<file path="config.mk">
export PLATFORM = sky130hd
export DESIGN_NAME = hazard_ctrl
export DESIGN_NICKNAME = d
export VERILOG_FILES = /design/src/rtl/hazard_ctrl.sv
export SDC_FILE = /design/constraint.sdc
export NUM_CORES = 1
export LEC_CHECK = 0
export CAP_MARGIN = 30
export CORE_ASPECT_RATIO = 0.8
export CORE_MARGIN = 2
export CORE_UTILIZATION = 42
export DETAILED_ROUTE_END_ITERATION = 6
export PLACE_DENSITY_LB_ADDON = 0.2
export SYNTH_ARGS = -nofsm -noshare
export SYNTH_HDL_FRONTEND = slang
export SYNTH_SLANG_ARGS = --single-unit
export TNS_END_PERCENT = 30
</file>
<file path="constraint.sdc">
create_clock -name clk -period 2.6 [get_ports clk]
set_input_delay 0.52 -clock clk [delete_from_list [all_inputs] [get_ports clk]]
set_output_delay 0.52 -clock clk [all_outputs]
set_load 0.01 [all_outputs]
</file>
<file path="src/rtl/hazard_ctrl.sv">
// Pipeline hazard sequencer for the 5-stage core: tracks in-flight writers in EX/MEM/WB
// and drives FE/DE stall, DE flush, EX bubble and EX operand forwarding selects.
module hazard_ctrl #(
   parameter int FLUSH_CYCLES = 2,
   parameter bit RF_BYPASS    = 1'b1,
   parameter int CNT_W        = 16
) (
   input  logic             clk,
   input  logic             rst,
   input  logic             de_valid_i,
   input  logic [4:0]       de_rs0_i,
   input  logic [4:0]       de_rs1_i,
   input  logic             de_use_rs0_i,
   input  logic             de_use_rs1_i,
   input  logic [4:0]       de_rd_i,
   input  logic             de_rf_we_i,
   input  logic             de_mem2rf_i,
   input  logic             ex_br_taken_i,
   output logic             fe_stall_o,
   output logic             de_stall_o,
   output logic             de_flush_o,
   output logic             ex_bubble_o,
   output logic [1:0]       fwd0_sel_o,
   output logic [1:0]       fwd1_sel_o,
   output logic [1:0]       state_o,
   output logic [CNT_W-1:0] stall_cnt_o,
   output logic [CNT_W-1:0] flush_cnt_o
);

   typedef enum logic [1:0] {
      ST_RUN   = 2'd0,
      ST_STALL = 2'd1,
      ST_FLUSH = 2'd2
   } state_t;

   typedef struct packed {
      logic       vld;
      logic [4:0] rd;
      logic       we;
      logic       ld;
   } slot_t;

   // Remaining flush cycles after the branch cycle; a single-cycle flush never enters FLUSH.
   localparam logic [2:0] FLUSH_RELOAD = 3'(FLUSH_CYCLES - 1);
   localparam bit         FLUSH_MULTI  = (FLUSH_CYCLES > 1);

   state_t           state_r;
   state_t           state_nxt_s;
   logic [2:0]       flush_left_r;
   slot_t            ex_slot_r;
   slot_t            mem_slot_r;
   slot_t            wb_slot_r;
   slot_t            de_slot_s;
   logic             load_use_s;
   logic             issue_s;

   function automatic logic slot_match(input slot_t s, input logic [4:0] rs, input logic use_rs);
      return s.vld && s.we && (s.rd != 5'd0) && (s.rd == rs) && use_rs;
   endfunction

   // Nearest producer wins; a load in EX is handled by the stall, never by forwarding.
   function automatic logic [1:0] fwd_sel(input slot_t ex_s, input slot_t mem_s, input slot_t wb_s,
                                          input logic [4:0] rs, input logic use_rs);
      logic [1:0] sel;
      if (slot_match(ex_s, rs, use_rs) && !ex_s.ld) begin
         sel = 2'b01;
      end else if (slot_match(mem_s, rs, use_rs)) begin
         sel = 2'b10;
      end else if (!RF_BYPASS && slot_match(wb_s, rs, use_rs)) begin
         sel = 2'b11;
      end else begin
         sel = 2'b00;
      end
      return sel;
   endfunction

   assign load_use_s = de_valid_i && ex_slot_r.ld &&
                       (slot_match(ex_slot_r, de_rs0_i, de_use_rs0_i) ||
                        slot_match(ex_slot_r, de_rs1_i, de_use_rs1_i));
   assign issue_s    = de_valid_i && !de_stall_o && !de_flush_o;
   assign de_slot_s  = '{vld: 1'b1, rd: de_rd_i, we: de_rf_we_i, ld: de_mem2rf_i};
   assign state_o    = state_r;

   // FSM state register
   always_ff @(posedge clk) begin
      if (rst) begin
         state_r <= ST_RUN;
      end else begin
         state_r <= state_nxt_s;
      end
   end

   // FSM next-state logic; a taken branch overrides any load-use stall
   always_comb begin
      state_nxt_s = state_r;
      case (state_r)
         ST_RUN, ST_STALL: begin
            if (ex_br_taken_i) begin
               state_nxt_s = FLUSH_MULTI ? ST_FLUSH : ST_RUN;
            end else if (load_use_s) begin
               state_nxt_s = ST_STALL;
            end else begin
               state_nxt_s = ST_RUN;
            end
         end
         ST_FLUSH: begin
            if (ex_br_taken_i) begin
               state_nxt_s = FLUSH_MULTI ? ST_FLUSH : ST_RUN;
            end else if (flush_left_r <= 3'd1) begin
               state_nxt_s = ST_RUN;
            end else begin
               state_nxt_s = ST_FLUSH;
            end
         end
         default: state_nxt_s = ST_RUN;
      endcase
   end

   // FSM outputs: flush first, then stall; DE input is ignored while flushing
   always_comb begin
      fe_stall_o = 1'b0;
      de_stall_o = 1'b0;
      de_flush_o = 1'b0;
      if (ex_br_taken_i || (state_r == ST_FLUSH)) begin
         de_flush_o = 1'b1;
      end else if (load_use_s) begin
         fe_stall_o = 1'b1;
         de_stall_o = 1'b1;
      end else begin
         de_flush_o = 1'b0;
      end
   end

   // Flush length counter, reloaded by every taken branch
   always_ff @(posedge clk) begin
      if (rst) begin
         flush_left_r <= 3'd0;
      end else if (ex_br_taken_i) begin
         flush_left_r <= FLUSH_RELOAD;
      end else if ((state_r == ST_FLUSH) && (flush_left_r != 3'd0)) begin
         flush_left_r <= flush_left_r - 3'd1;
      end else begin
         flush_left_r <= flush_left_r;
      end
   end

   // In-flight writer slots plus registered EX bubble and forwarding selects
   always_ff @(posedge clk) begin
      if (rst) begin
         ex_slot_r   <= '0;
         mem_slot_r  <= '0;
         wb_slot_r   <= '0;
         ex_bubble_o <= 1'b0;
         fwd0_sel_o  <= 2'b00;
         fwd1_sel_o  <= 2'b00;
      end else begin
         ex_slot_r   <= issue_s ? de_slot_s : slot_t'(8'd0);
         mem_slot_r  <= ex_slot_r;
         wb_slot_r   <= mem_slot_r;
         ex_bubble_o <= !issue_s;
         fwd0_sel_o  <= issue_s ? fwd_sel(ex_slot_r, mem_slot_r, wb_slot_r, de_rs0_i, de_use_rs0_i) : 2'b00;
         fwd1_sel_o  <= issue_s ? fwd_sel(ex_slot_r, mem_slot_r, wb_slot_r, de_rs1_i, de_use_rs1_i) : 2'b00;
      end
   end

   // Saturating performance counters
   always_ff @(posedge clk) begin
      if (rst) begin
         stall_cnt_o <= {CNT_W{1'b0}};
         flush_cnt_o <= {CNT_W{1'b0}};
      end else begin
         if (de_stall_o && (stall_cnt_o != {CNT_W{1'b1}})) begin
            stall_cnt_o <= stall_cnt_o + {{(CNT_W-1){1'b0}}, 1'b1};
         end else begin
            stall_cnt_o <= stall_cnt_o;
         end
         if (de_flush_o && (flush_cnt_o != {CNT_W{1'b1}})) begin
            flush_cnt_o <= flush_cnt_o + {{(CNT_W-1){1'b0}}, 1'b1};
         end else begin
            flush_cnt_o <= flush_cnt_o;
         end
      end
   end

endmodule

</file>
==> summary.md <==
| Metric | Value |
|---|---|
| CTS tree | yes |
| Met3 Use GR | 5.37% |
| Hold_ws | 487 ps |
| Worst-path clk slew | about 60 ps |
| DR pass1 iterations | 4 |
| Detailed placer's ending HPWL | 4370 um |
| Die Y | 74.1 um |
| Vias after detailed routing | ~2300 |
| H-tree Lvls | 3 |
| Layout Nets | a little under 400 |
| Filler instances | just under 500 |
| CTS Sinks | between 50 and 60 |
| Hold path endpoint | mem_slot_r[7] |
| EDFF count, synth | 0 |
| Finished Layout Cells | ~460 |
| ANT nets after route | 0 |
| # diodes | 0 |
| Post-Route WL | approximately 5900 um |
| Commonest cells after routing, fill and taps aside | clkdlybuf4s50_1, dfxtp_1, xor2_1 |
| Die area | between 6000 and 7000 um^2 |
| Area growth syn-to-layout | 43.1% |
| Avg Cell Area, Syn | 9.04 um^2 |
| Slew Limit Fails | 0 |
| Final setup fails | 0 |
| Net count of the mapped netlist | 312 |
| Clock Path Buffers | 2 |
| Hold_buf cts | 0 |
| Commonest non-fill, non-tap cell in the layout | clkdlybuf4s50_1 |
| GR peak layer | met2 |
| Worst path arrival time | 1990 ps |
| Syn Inst Count | ~290 |
| Headroom to the max-slew limit | between 50% and 60% |
| Rows | 25 |
| Critical path class | in -> out |
| #FFs+latches synth | 57 |
| Mapped Area | 2580 um^2 |
| Gr usage total | a little under a fifth |
| Initial antenna violation count | 0 |
| Vias in the first global route | around 2100 |
| Placer Congestion | ~0.83 |
| Register Area | around 1100 um^2 |
| Worst EP required | 2080 ps |
| Initial core utilization | roughly 44% |
| RR Endpoint | stall_cnt_o[11] |
| Multi-input gate area | between 1000 and 1500 um^2 |
| Routed wire per std cell | approximately 13 um |
| Max Freq | roughly 0.4 GHz |
| Remaining Overflow, GRT | 0 |
| Hold path cells | 1 |
| Dpl cells | 441 |
| Synth warn | 0 |
| Fin crit period | 2510 ps |
| Worst Path Max Fanout | 2 |
| Fin crit share | between 90% and 100% |
| Number of buffers added on ports | 64 |
| Vias/cell | between 5 and 6 |
| Root buffer cell | clkbuf_8 |
| Synth cell types | 39 |
| Hold Fails Final Rpt | 0 |
| Die span in x | 91.6 um |
| Top FF cell, synth | dfxtp_1 |
| Total of max-cap violations | 0 |
| Outcome | finished clean |
| Grt met1 use | roughly a quarter |
| Maximum VDD drop | roughly 270 uV |
| PwrDens | between 500 and 600 nW/um^2 |
| CP Capture Type | output port |
| Async set-reset flop share out of synthesis | 0% |
| Final Util | slightly above 60% |
| Register area share after synthesis | between 40% and 50% |
| RSZ-0062 raised after global routing | false |
| Worst skew pair latency | approximately 340 ps |
| Remaining DRCs | 0 |
| Worst R2R Start | ex_slot_r[4] |
| HP Class | reg -> reg |
| Worst Setup Slack post-DPL | -481 ps |
| I/O Pins | between 60 and 70 |
| R2R setup slack | just under 300 ps |
| Fraction of layout cells with a size suffix above 1 | ~13% |
| Global-route wire length before repair | approximately 9800 um |
| Core area | just under 6000 um^2 |
| Least-Margin Pin Slew | between 600 and 700 ps |
| Beginning of the worst hold path | ex_slot_r[7] |
| Critical path launch point type | input pin |
| Worst-case reg-to-reg path depth | 8 |
| Final WS setup | between 90 and 100 ps |
| Iteration-0 DRC count of the detailed router | between 100 and 150 |
| Num CTS Buffers | 9 |
| Maximum number of pins on one net before global-route repair | 47 |
| Met2 usage | ~28% |
| Skew final | 8.71 ps |
| Leakage | roughly 0.0014 uW |
area by class of cell:
class	count	area share [%]
well taps	81	2.75
inverters	6	0.611
clock buffers	11	4.10
multi-input cells	214	37.9
flip-flops and latches	57	30.9
clock inverters	5	2.10
repair buffers	83	21.6
metal layers:
metal  wire, um  vias up  share of wire [%]
li1           -     1188                  -
met1       3010     1067                 51
met2       2590       51                 44
met3        250        8                4.2
met4         97        0                1.6
met5          0        -                  0
power breakdown:
part           internal [uW]  switching, uW
Combinational           83.3           66.2
Sequential               887           13.7
Clock                    588            354
repair_timing:
item / CTS / global route
gates resized for setup: 13 / 3
buffers inserted: 0 / 0
pin swaps: 3 / 5
endpoints found under the setup margin: 2 / 2
cloned: 0 / 0
critical path: stages:
cell and delay [ps]:
clkdlybuf4s50_1 450, xor2_1 190, nor4_4 280, nand3_2 120
nand2_1 110, nand2_2 80, nor2_4 100, buf_2 140
registers in the layout, summed over array words and instances (netlist names):
signal,count
state_o,2
mem_slot_r,7
stall_cnt_o,16
ex_bubble_o,1
ex_slot_r,8
flush_cnt_o,16
fwd1_sel_o,2
flush_left_r,3
fwd0_sel_o,2
stage by stage:
stage / TNS (ps) / instance area, um^2 / power, uW
3_3_place_gp: -3600 / 3440 / 1070
4_1_cts: 0 / 3680 / 2020
5_1_grt: 0 / 3690 / 2070
2_1_floorplan: 0 / 2580 / 983
3_5_place_dp: -4370 / 3440 / 1070
6_report: 0 / 3690 / 1990
cells in the mapped netlist, types with 6 or more instances:
cell,count,area (um^2)
o21ai_0,17,85.1
or3_1,14,87.6
xor2_1,27,236
nand4_1,7,43.8
inv_1,6,22.5
and2_1,12,75.1
nor2_1,25,93.8
nand2_1,14,52.6
nand3_1,16,80.1
dfxtp_1,57,1140
xnor2_1,7,61.3
a21oi_1,16,80.1
nor2b_1,10,62.6
worst max-delay path by stage:
stage,start,to,slack [ps],cells after the start
5_1_grt,de_rs1_i[3],fe_stall_o,10,8
3_3_place_gp,de_rs0_i[1],fe_stall_o,-420,8
2_1_floorplan,de_rs0_i[1],fe_stall_o,460,7
6_report,de_rs0_i[1],fe_stall_o,90,8
3_5_place_dp,de_rs0_i[1],fe_stall_o,-480,8
4_1_cts,de_rs0_i[3],fe_stall_o,40,8
cells by family after synthesis:
logic type / count (synthesis) / share of synthesized area (%)
flip-flops: 57 / 44.3
adder cells (fa/ha/maj): 4 / 1.94
buffers and inverters: 14 / 2.52
AO/OA/AOI/OAI: 46 / 10.8
XOR/XNOR: 34 / 11.6
multiplexers: 3 / 1.17
AND/OR/NAND/NOR: 127 / 27.7
(Power assumes the default switching activity.)
